File: src/rtl/local_in_port_buffer_pkg.sv
// Shared NoC definitions for the Local input port buffer: packet width,
// packet field offsets and the upstream handshake state encoding.
package local_in_port_buffer_pkg;

    localparam int NOC_DATA_W = 32;

    localparam int X_DST_LSB     = 0;
    localparam int Y_DST_LSB     = 4;
    localparam int X_SRC_LSB     = 8;
    localparam int Y_SRC_LSB     = 12;
    localparam int PACKET_ID_LSB = 16;
    localparam int MODULE_ID_LSB = 24;
    localparam int COORD_W       = 4;

    typedef enum logic [1:0] {
        IDLE    = 2'd0,
        GRANT   = 2'd1,
        HOLDOFF = 2'd2
    } up_state_t;

    function automatic logic [COORD_W-1:0] pkt_x_dst(input logic [NOC_DATA_W-1:0] pkt);
        return pkt[X_DST_LSB +: COORD_W];
    endfunction

endpackage

File: src/rtl/local_in_port_buffer_sync_fifo.sv
// Single-clock FIFO with cleared storage on reset and pass-through on full
// (a push is accepted when full if a pop happens on the same edge).
module sync_fifo #(
    parameter int dataWidth = 32,
    parameter int DEPTH     = 4,
    parameter int PTR_W     = 2
) (
    input  logic                 clk,
    input  logic                 reset,
    input  logic                 push,
    input  logic                 pop,
    input  logic [dataWidth-1:0] din,
    output logic [dataWidth-1:0] dout,
    output logic [PTR_W:0]       count,
    output logic                 full,
    output logic                 empty
);

    localparam logic [PTR_W:0] FULL_CNT = (PTR_W+1)'(DEPTH);

    logic [dataWidth-1:0] mem [DEPTH];
    logic [PTR_W-1:0]     wr_ptr;
    logic [PTR_W-1:0]     rd_ptr;
    logic                 do_push;
    logic                 do_pop;

    assign full    = (count == FULL_CNT);
    assign empty   = (count == '0);
    assign do_pop  = pop && !empty;
    assign do_push = push && (!full || do_pop);
    assign dout    = mem[rd_ptr];

    always_ff @(posedge clk or negedge reset) begin
        if (!reset) begin
            wr_ptr <= '0;
            rd_ptr <= '0;
            count  <= '0;
            for (int i = 0; i < DEPTH; i++) mem[i] <= '0;
        end else begin
            if (do_push) begin
                mem[wr_ptr] <= din;
                wr_ptr      <= wr_ptr + 1'b1;
            end
            if (do_pop) rd_ptr <= rd_ptr + 1'b1;
            case ({do_push, do_pop})
                2'b10:   count <= count + 1'b1;
                2'b01:   count <= count - 1'b1;
                default: count <= count;
            endcase
        end
    end

endmodule

File: src/rtl/local_in_port_buffer.sv
// Local input port buffer: injector req/grant handshake feeding a small FIFO
// whose head is presented to the router switch allocator.
module local_in_port_buffer
    import local_in_port_buffer_pkg::*;
#(
    parameter int          dataWidth = NOC_DATA_W,
    parameter int          DEPTH     = 4,
    parameter int          PTR_W     = 2,
    parameter logic [5:0]  routerID  = 6'b000_000
) (
    input  logic                 clk,
    input  logic                 reset,
    input  logic                 ReqUpStr,
    input  logic [dataWidth-1:0] PacketIn,
    output logic                 GntUpStr,
    output logic                 UpStrFull,
    output logic                 DataValid,
    output logic [dataWidth-1:0] PacketOut,
    input  logic                 PopDnStr,
    output logic [PTR_W:0]       Occupancy
);

    up_state_t state;
    logic      push;
    logic      accept;
    logic      full;
    logic      empty;

    // A full FIFO can still accept when the head leaves on the same edge.
    assign accept = !full || (PopDnStr && !empty);
    assign push   = (state == IDLE) && ReqUpStr && accept;

    sync_fifo #(
        .dataWidth (dataWidth),
        .DEPTH     (DEPTH),
        .PTR_W     (PTR_W)
    ) u_fifo (
        .clk   (clk),
        .reset (reset),
        .push  (push),
        .pop   (PopDnStr),
        .din   (PacketIn),
        .dout  (PacketOut),
        .count (Occupancy),
        .full  (full),
        .empty (empty)
    );

    assign UpStrFull = full;
    assign DataValid = !empty;

    // GRANT and HOLDOFF ignore Req: the injector still holds it while it
    // samples the grant, so accepting here would double-write the packet.
    always_ff @(posedge clk or negedge reset) begin
        if (!reset) begin
            state    <= IDLE;
            GntUpStr <= 1'b0;
        end else begin
            case (state)
                IDLE: begin
                    GntUpStr <= push;
                    if (push) state <= GRANT;
                end
                GRANT: begin
                    GntUpStr <= 1'b0;
                    state    <= HOLDOFF;
                end
                default: begin
                    GntUpStr <= 1'b0;
                    state    <= IDLE;
                end
            endcase
        end
    end

`ifndef SYNTHESIS
    always @(posedge clk) begin
        if (reset) begin
            if (push) $display("LocalIn_Log_%b: %0t write %h", routerID, $time, PacketIn);
            if (PopDnStr && !empty) $display("LocalIn_Log_%b: %0t pop %h", routerID, $time, PacketOut);
        end
    end
`endif

endmodule

File: config.mk
export PLATFORM = sky130hd
export DESIGN_NAME = local_in_port_buffer
export DESIGN_NICKNAME = d
export VERILOG_FILES = /design/src/rtl/local_in_port_buffer_pkg.sv /design/src/rtl/local_in_port_buffer_sync_fifo.sv /design/src/rtl/local_in_port_buffer.sv
export SDC_FILE = /design/constraint.sdc
export NUM_CORES = 1
export LEC_CHECK = 0
export ABC_AREA = 1
export BUFFER_PORTS_ARGS = -buffer_cell sky130_fd_sc_hd__buf_4
export CAP_MARGIN = 20
export CORE_UTILIZATION = 34
export DETAILED_ROUTE_END_ITERATION = 8
export PLACE_DENSITY_LB_ADDON = 0.3
export SLEW_MARGIN = 10
export SYNTH_ARGS = -nofsm -noshare
export SYNTH_HDL_FRONTEND = slang
export SYNTH_HIERARCHICAL = 1
export SYNTH_SLANG_ARGS = --single-unit
File: constraint.sdc
create_clock -name clk -period 2.7 [get_ports clk]
set_clock_uncertainty 0.1 [all_clocks]
set_input_delay 0.405 -clock clk [delete_from_list [all_inputs] [get_ports clk]]
set_output_delay 0.405 -clock clk [all_outputs]
set_load 0.05 [all_outputs]
# Word-level counts from Yosys, hierarchy flattened
# Index checks and enable logic that the tools add are counted.
dict set report totals {
  in_bits 36
  word_cells 44
  regBits 138
}
dict set report op_classes {
  add_sub_neg 4
  bitwise_logic 2
  reduce_logical 11
  magnitude_cmp 3
  n_mux 10
  eq_ne 5
}
# cell n
set op_table {}
lappend op_table {{128-bit bitwise mux} 1}
lappend op_table {{32-bit 2-to-1 mux} 3}
lappend op_table {{32-bit binary-select mux with 2-bit select} 1}
lappend op_table {{32-bit demux with 2-bit select} 1}
lappend op_table {{3-bit >= comparator, second input constant} 2}
lappend op_table {{2-bit NOT with 3-bit output} 2}
lappend op_table {{3-bit one-hot mux with 2 select lines} 1}
lappend op_table {{1-bit logical AND} 5}
lappend op_table {{2-bit by 1-bit adder with 2-bit output, second input constant} 2}
lappend op_table {{2-bit by 1-bit equality test with 1-bit output, second input constant} 2}
lappend op_table {{2-bit one-hot mux with 2 select lines} 1}
lappend op_table {{3-bit by 1-bit adder with 3-bit output, second input constant} 1}
lappend op_table {{3-bit equality test, second input constant} 1}
lappend op_table {{3-bit logical NOT} 1}
lappend op_table {{3-bit by 1-bit < comparator with 1-bit output, second input constant} 1}
lappend op_table {{3-bit by 1-bit subtractor with 3-bit output, second input constant} 1}
lappend op_table {{2-bit equality test, second input constant} 1}
lappend op_table {{1-bit logical NOT} 2}
lappend op_table {{2-bit logical NOT} 1}
lappend op_table {{2-bit 2-to-1 mux} 1}
lappend op_table {{2-bit by 1-bit inequality test with 1-bit output, second input constant} 1}
lappend op_table {{2-bit nonzero test} 1}
lappend op_table {{1-bit logical OR} 1}
lappend op_table {{1-bit 2-to-1 mux} 1}

# Depth between registers and ports, before layout
# Gate-level depths: netlist (run 1).
dict set report logic_depth {
  ltp_word 8
  ltp_mapped 16
}

# By module
# The synthesis (run 1) kept the hierarchy.
# mod instances cells_each area_per_inst_um2 seq_area_each_um2
set by_module_without_submodules {}
lappend by_module_without_submodules {sync_fifo 1 802 6555.0 3378.2}
lappend by_module_without_submodules {local_in_port_buffer 1 13 117.6 75.1}

# Least setup slack after synthesis (run 1)
# Ideal clock, no wire load.
dict set report synth_path {
  path_type {reg-to-reg}
  from {register u_fifo.count[2]}
  to {register u_fifo.count[2]}
  t_arrival_ns 3.602
  synth_period_minus_slack_ns 3.827
  required_time_ns 2.475
  path_buffers 2
  stages_incl_launch_ff 15
  path_slack_ns -1.127
  setup_time_ns 0.125
  cell_sequence {dfrtp_1 -> inv_1 -> nor3_1 -> inv_1 -> a21oi_2 -> nor2_1 -> buf_2 -> buf_2 -> nand2_1 -> ha_1 -> inv_1 -> fa_1 -> nand2_1 -> nand3b_1 -> xor2_1}
}
# element line
set synth_lines {}
lappend synth_lines {{from (decl)} local_in_port_buffer_sync_fifo.sv:14} ;# output logic [PTR_W:0] count,
lappend synth_lines {{from (signal assigned)} local_in_port_buffer_sync_fifo.sv:46} ;# 2'b10: count <= count + 1'b1;
lappend synth_lines {{from (signal assigned)} local_in_port_buffer_sync_fifo.sv:47} ;# 2'b01: count <= count - 1'b1;
lappend synth_lines {{from (signal assigned)} local_in_port_buffer_sync_fifo.sv:48} ;# default: count <= count;
lappend synth_lines {{3-bit equality test (*)} local_in_port_buffer_sync_fifo.sv:27} ;# assign full = (count == FULL_CNT);
lappend synth_lines {{net UpStrFull} local_in_port_buffer.sv:16} ;# output logic UpStrFull,
lappend synth_lines {{1-bit logical NOT (*)} local_in_port_buffer.sv:30} ;# assign accept = !full || (PopDnStr && !empty);
lappend synth_lines {{1-bit logical OR (*)} local_in_port_buffer.sv:30}
lappend synth_lines {{1-bit logical AND (*)} local_in_port_buffer.sv:31} ;# assign push = (state == IDLE) && ReqUpStr && accept;
lappend synth_lines {{net push} local_in_port_buffer.sv:24} ;# logic push;
lappend synth_lines {{1-bit logical AND (*)} local_in_port_buffer_sync_fifo.sv:30} ;# assign do_push = push && (!full || do_pop);
lappend synth_lines {{2-bit by 1-bit equality test with 1-bit output / 2-bit equality test (equally long branches)} local_in_port_buffer_sync_fifo.sv:45} ;# case ({do_push, do_pop})
lappend synth_lines {{3-bit one-hot mux with 2 select lines / 2-bit nonzero test (equally long branches)} n/a}
# Mark *: on every way through the listed nets, which the timed path passes. The rest lies on a longest branch.
# A chain may end at the register's enable or synchronous reset.

# Worst setup path in the final report (run 1)
dict set report layout_path {
  from {register u_fifo.rd_ptr[0]}
  to {output PacketOut[21]}
}
dict set report layout_via {
  elab_chain_cells 4
}
# element line
set layout_lines {}
lappend layout_lines {{from (decl)} local_in_port_buffer_sync_fifo.sv:23} ;# logic [PTR_W-1:0] rd_ptr;
lappend layout_lines {{from (signal assigned)} local_in_port_buffer_sync_fifo.sv:44} ;# if (do_pop) rd_ptr <= rd_ptr + 1'b1;
lappend layout_lines {{2-bit NOT with 3-bit output (implied by the code)} local_in_port_buffer_sync_fifo.sv:31} ;# assign dout = mem[rd_ptr];
lappend layout_lines {{32-bit binary-select mux with 2-bit select} local_in_port_buffer_sync_fifo.sv:31}
lappend layout_lines {{32-bit 2-to-1 mux (implied by the code) (2 in series)} local_in_port_buffer_sync_fifo.sv:31}
lappend layout_lines {{to (decl)} local_in_port_buffer.sv:18} ;# output logic [dataWidth-1:0] PacketOut,
# No other way between the ends. The select of a mux whose other input is x is not followed.

==> qor.yml, run 1 <==
maxCapViolCount: 0
start_util_pct: 35.2
grt_max_degree: 72
ant_nets: 0
clockBufferDepth: 2
clkTransAtPathRegs_ns: 0.06
max_slew.worst_pin.slew_ns: 0.807
end_kind: "output port"
grt.total_usage_pct: 20.5
syn_area_per_cell_sq_um: 8.19
vdd_drop_max_uv: 1080
numCtsBuffers: 17
worstPathRequired_ns: 2.19
area_growth_pct: 21.4
cpPeakStageDelay_ns: 0.48
cts_tree: "done"
crit_arrival_ns: 2.00
diodes: 0
rsz0062_at_grt: "false"
placed_cells: 1103
setup_viol: 0
vias: 6013
dp_hpwl_mm: 11.4
stdcell_count: 1135
relSlewSlack_pct: 46.2
h-tree-depth: 4
finalHoldViolations: 0
wl_per_cell_um: 17.4
crit_slowest_cell: "dfrtp_2"
dieHeight_um: 142
root_buffer: "clkbuf_16"
holdCritPathClass: "input port to register"
vias_per_cell: 5.30
antenna_found_initial: 0
core_area_sq_um: 19000
crit_type: "register to output port"
crit_path_frequent_cell: "buf_4"
dr.pass1.iters: 7
grt_overflow: 0
drt_iter0_drc: 438
fin_util_pct: 42.7
ys_seq_area_share_pct: 51.8
post-route-period-util_pct: 92.7
gp_congestion: 0.768
power.leakage_uw: 0.00403
grt_pass1_vias: 5779
io_pins: 74
status: "completed"
rows: 50
routed_wl_mm: 19.8
fmax_mhz: 400
die_area_sq_um: 20200
grt_pass1_wl_mm: 31.9
fp.dieW_um: 142
critPathLaunchType: "register"
synth_area_sq_um: 6670
ctsResizeCount: 0
yosysWarnings: 6
ys_types: 24
clkSinkCount: 138
synth.net_count: 857
worstPathMaxFanout: 29
period_minus_slack_ns: 2.50
syn-instance-count: 815
p_per_area_nw_per_um2: 1540
port_buffers: 73
drive_above_1_share_pct: 17.8
clk_latency_ns: 0.42
synth-seq-cells: 138
path_cells: "buf_4 -> o21ai_0 -> o22ai_1 -> buf_4"
slew_viol_final: 0
nets: 905
drc_errors: 0
==> routing by layer <==
layer | part of all wire [%] | wire length [um] | global-route usage (%) | vias up
met5 | 0 | 0 | 0 | -
met4 | 0.39 | 78 | 3.90 | 0
met3 | 6.3 | 1260 | 5.01 | 6
met2 | 47 | 9240 | 31.4 | 184
li1 | - | - | - | 2884
met1 | 47 | 9230 | 29.3 | 2939
==> placed cells by master, fill, tap and decap left out, types with 2 or more instances in the layout <==
master      Yosys  layout
ha_1            5       4
o21ai_1        24      25
buf_4           3     101
clkinvlp_4      0       2
nand4_1       128     128
dfrtp_1       138     134
nor2_1         69      68
inv_2           2       4
xor2_1          2       2
o22ai_1        32      32
clkbuf_8        0       6
nand3_1         2       2
nand3_2         4       4
buf_12          0       4
dfrtp_2         0       4
xnor2_1         2       2
clkinv_2        0       5
o21ai_0        42      41
nand2_1       268     267
inv_1          13      11
clkbuf_16       0      17
==> registers in the layout, indices dropped and copies added (netlist names) <==
signal and flops:
GntUpStr 1, state 2, u_fifo/count 3, u_fifo/mem 128, u_fifo/rd_ptr 2, u_fifo/wr_ptr 2
==> report_power, final <==
part	internal, uW	switching (uW)	leakage (uW)
registers	3040	546	0.00173
clock network	1310	858	0.000274
logic	1990	4710	0.00203
total	6340	6110	0.00403
==> worst max-delay path: cells and delay by family, from the launching register on <==
kind | cells | cell delay (ns)
AOI/OAI and AO/OA | 2 | 0.46
buffers and inverters | 2 | 0.65
DFF | 1 | 0.48
==> what timing repair did <==
action,in CTS,in global routing
hold buffers,1,0
setup endpoints to repair,0,0
setup buffers,0,0
hold endpoints to repair,61,0
==> cell families (layout without fill, tap and decap cells) <==
family | Yosys count | count (layout) | synth area share [%]
xor gates and xnor gates | 4 | 4 | 0.525
AOI/OAI and AO/OA | 99 | 99 | 8.08
buffers and inverters | 93 | 153 | 6.15
and+or+nand+nor | 475 | 475 | 32.3
adders and majority gates | 6 | 6 | 1.24
DFF | 138 | 138 | 51.8
==> path summary, 6_finish.rpt <==
kind / from / to / slack (ns) / cells past startpoint
min reg2reg: state[1] / state[1] / 0.32 / 1
max in group asynchronous: reset / u_fifo/mem[23] / 1.31 / 3
max reg2reg: u_fifo/count[1] / u_fifo/count[2] / 0.35 / 14
max: u_fifo/rd_ptr[0] / PacketOut[21] / 0.20 / 4
min: PacketIn[24] / u_fifo/mem[24] / 0.17 / 3
min in group asynchronous: reset / u_fifo/mem[97] / 0.46 / 2
==> synthesized netlist by cell type <==
library cell | count | area share (%)
nor2_2 | 1 | 0.094
buf_4 | 3 | 0.34
o22ai_1 | 32 | 3.0
inv_2 | 2 | 0.11
inv_1 | 13 | 0.73
o21ai_0 | 42 | 3.2
nor3_1 | 1 | 0.075
nor2_1 | 69 | 3.9
nand3_2 | 4 | 0.60
o21ai_1 | 24 | 1.8
nand3_1 | 2 | 0.15
nand3_4 | 1 | 0.26
dfrtp_1 | 138 | 52
nand4_1 | 128 | 12
xnor2_1 | 2 | 0.26
nand2_1 | 268 | 15
clkbuf_1 | 24 | 1.4
xor2_1 | 2 | 0.26
nand3b_1 | 1 | 0.11
buf_2 | 40 | 3.0
buf_1 | 11 | 0.62
a21oi_2 | 1 | 0.13
ha_1 | 5 | 0.94
fa_1 | 1 | 0.30
==> layout make-up <==
class / count / area (sq um)
clock buffer: 24 / 512
clock inverter: 7 / 40.0
fill: 1921 / 10900
inverter: 15 / 56.3
multi-input combinational: 584 / 2850
sequential: 138 / 3460
tap: 260 / 325
timing repair buffer: 107 / 860
==> stage by stage <==
stage,hold WS [ns],TNS [ns],worst slack (ns),total power [uW],area [sq um]
after floorplan,0.00941,-0.113,-0.0859,8210,6720
after global placement,0.311,0,0.468,10200,7540
after detailed placement,0.313,0,0.342,10300,7540
after CTS,0.157,0,0.216,12500,8100
after global routing,0.156,0,0.110,13300,8100
final,0.170,0,0.198,12500,8100
No activity file was read; power rests on OpenSTA's default activity.
==> run 2: changes to the inputs <==
--- a/config.mk
+++ b/config.mk
@@ -8,7 +8,7 @@
 export ABC_AREA = 1
 export BUFFER_PORTS_ARGS = -buffer_cell sky130_fd_sc_hd__buf_4
 export CAP_MARGIN = 20
-export CORE_UTILIZATION = 34
+export CORE_UTILIZATION = 39
 export DETAILED_ROUTE_END_ITERATION = 8
 export PLACE_DENSITY_LB_ADDON = 0.3
 export SLEW_MARGIN = 10
==> qor.yml, run 2 (same netlist as run 1, synthesis figures left out) <==
r2r_start: "u_fifo/count[0]"
pwr-share-comb_pct: 53.4
min_to: "u_fifo/mem[58]"
dr.pass1.iters: 5
p_sw_share_pct: 48.9
worstPathMaxFanout: 26
holdCritPathClass: "input port to register"
slew_viol_final: 0
fmax_mhz: 390
root_buffer: "clkbuf_16"
dp_hpwl_mm: 11.0
nets: 900
vias: 6017
finalSetupTns_ns: 0
maxCapViolCount: 0
core_area_sq_um: 16600
mostFrequentLayoutCells: "nand2_1 (267), dfrtp_1 (134), nand4_1 (128), buf_4 (94), nor2_1 (68)"
seqPwrFrac_pct: 28.5
start_util_pct: 40.1
post-route-period-util_pct: 94.9
finalHoldViolations: 0
r2r_cells: 10
whs_path_depth: 3
critPathLaunchType: "register"
port_buffers: 73
power.leakage_uw: 0.00401
n_fill_cell: 1615
vdd_drop_max_uv: 989
rows: 47
drt_iter0_drc: 495
p_per_area_nw_per_um2: 1550
clockBufferDepth: 2
cts_tree: "done"
grt_overflow: 0
top_regs: "u_fifo/mem: 128 flops, u_fifo/count: 3 flops"
grt_max_degree: 117
period_minus_slack_ns: 2.56
holdWs_ns: 0.172
grt_pass1_wl_mm: 32.0
placed_cells: 1058
drive_above_1_share_pct: 17.5
io_pins: 74
max_slew.worst_pin.slew_ns: 0.609
clkSinkCount: 138
holdCritStartpoint: "PacketIn[26]"
vias_per_cell: 5.52
crit_arrival_ns: 2.06
dieHeight_um: 133
stdcell_count: 1091
clk_latency_ns: 0.41
gp_congestion: 0.754
fp.dieW_um: 133
antenna_found_initial: 0
top_register: "u_fifo/mem"
rsz0062_at_grt: "false"
worstPathRequired_ns: 2.19
ant_nets: 0
wl_per_cell_um: 17.7
post-place-ws_ns: 0.431
ctsResizeCount: 0
crit_type: "register to output port"
setup_viol: 0
layout_commonest_cell: "nand2_1"
layout_setup_ws_ns: 0.139
routed_wl_mm: 19.3
cts_setup_buffers: 0
status: "completed"
grt_pass1_vias: 6140
die_area_sq_um: 17600
worst-r2r-setup-slack_ns: 0.36
relSlewSlack_pct: 59.4
diodes: 0
pwr-share-clk_pct: 18.0
largest_reg_flops: 128
numCtsBuffers: 17
fin_util_pct: 48.5
h-tree-depth: 4
power.internal_uw: 6400
rr_endpoint: "u_fifo/mem[32]"
clkTransAtPathRegs_ns: 0.06
drc_errors: 0
area_growth_pct: 20.9
end_kind: "output port"
p_sw_uw: 6140
grt.total_usage_pct: 23.2
==> run 2: per-layer routing <==
metal / up-vias / track usage [%] / part of all wire [%] / wire (um)
li1: 2880 / - / - / -
met1: 2901 / 31.4 / 45 / 8690
met2: 210 / 36.4 / 47 / 9140
met3: 26 / 5.40 / 6.2 / 1190
met4: 0 / 8.37 / 1.4 / 277
met5: - / 0 / 0 / 0
==> run 2: area by class of cell <==
cell class	instances	area (sq um)	area share, %
Tap cell	220	275	3.41
Sequential cell	138	3460	42.9
Multi-Input combinational cell	584	2850	35.3
Clock inverter	14	151	1.88
Timing Repair Buffer	102	847	10.5
Clock buffer	18	429	5.32
Inverter	15	56.3	0.698
==> run 2: worst max-delay path by stage <==
stage	cells after the start	end	from	slack (ns)
6_report	5	PacketOut[22]	u_fifo/rd_ptr[0]	0.14
5_1_grt	5	PacketOut[22]	u_fifo/rd_ptr[0]	0.06
4_1_cts	5	PacketOut[22]	u_fifo/rd_ptr[0]	0.15
3_5_place_dp	14	u_fifo/count[2]	u_fifo/count[1]	0.43
3_3_place_gp	10	u_fifo/mem[21]	u_fifo/count[2]	0.51
2_1_floorplan	14	u_fifo/count[2]	u_fifo/count[2]	-0.09
==> run 2: metrics by stage <==
step / area [sq um] / power [uW]
after detailed placement: 7480 / 10300
final: 8070 / 12500
after global placement: 7480 / 10200
after floorplan: 6720 / 8210
after global routing: 8070 / 13400
after CTS: 8070 / 12600
==> run 2: critical path: stages (launching register included) <==
cell	delay, ns
dfrtp_2	0.43
inv_2	0.33
buf_12	0.24
o21ai_0	0.10
o22ai_1	0.28
buf_4	0.27
==> run 2: power by group through the flow <==
stage,Combinational [uW],Clock [uW],Sequential (uW)
floorplan,4650,0,3560
global placement,6620,0,3570
detailed placement,6690,0,3590
CTS,6710,2310,3570
global route,7250,2410,3700
finish,6700,2260,3570
==> run 2: repair_timing <==
| item | 4_1_cts | 5_1_grt |
|---|---|---|
| endpoints found under the hold margin | 59 | 0 |
| setup endpoints to repair | 0 | 0 |
| hold buffers | 1 | 0 |
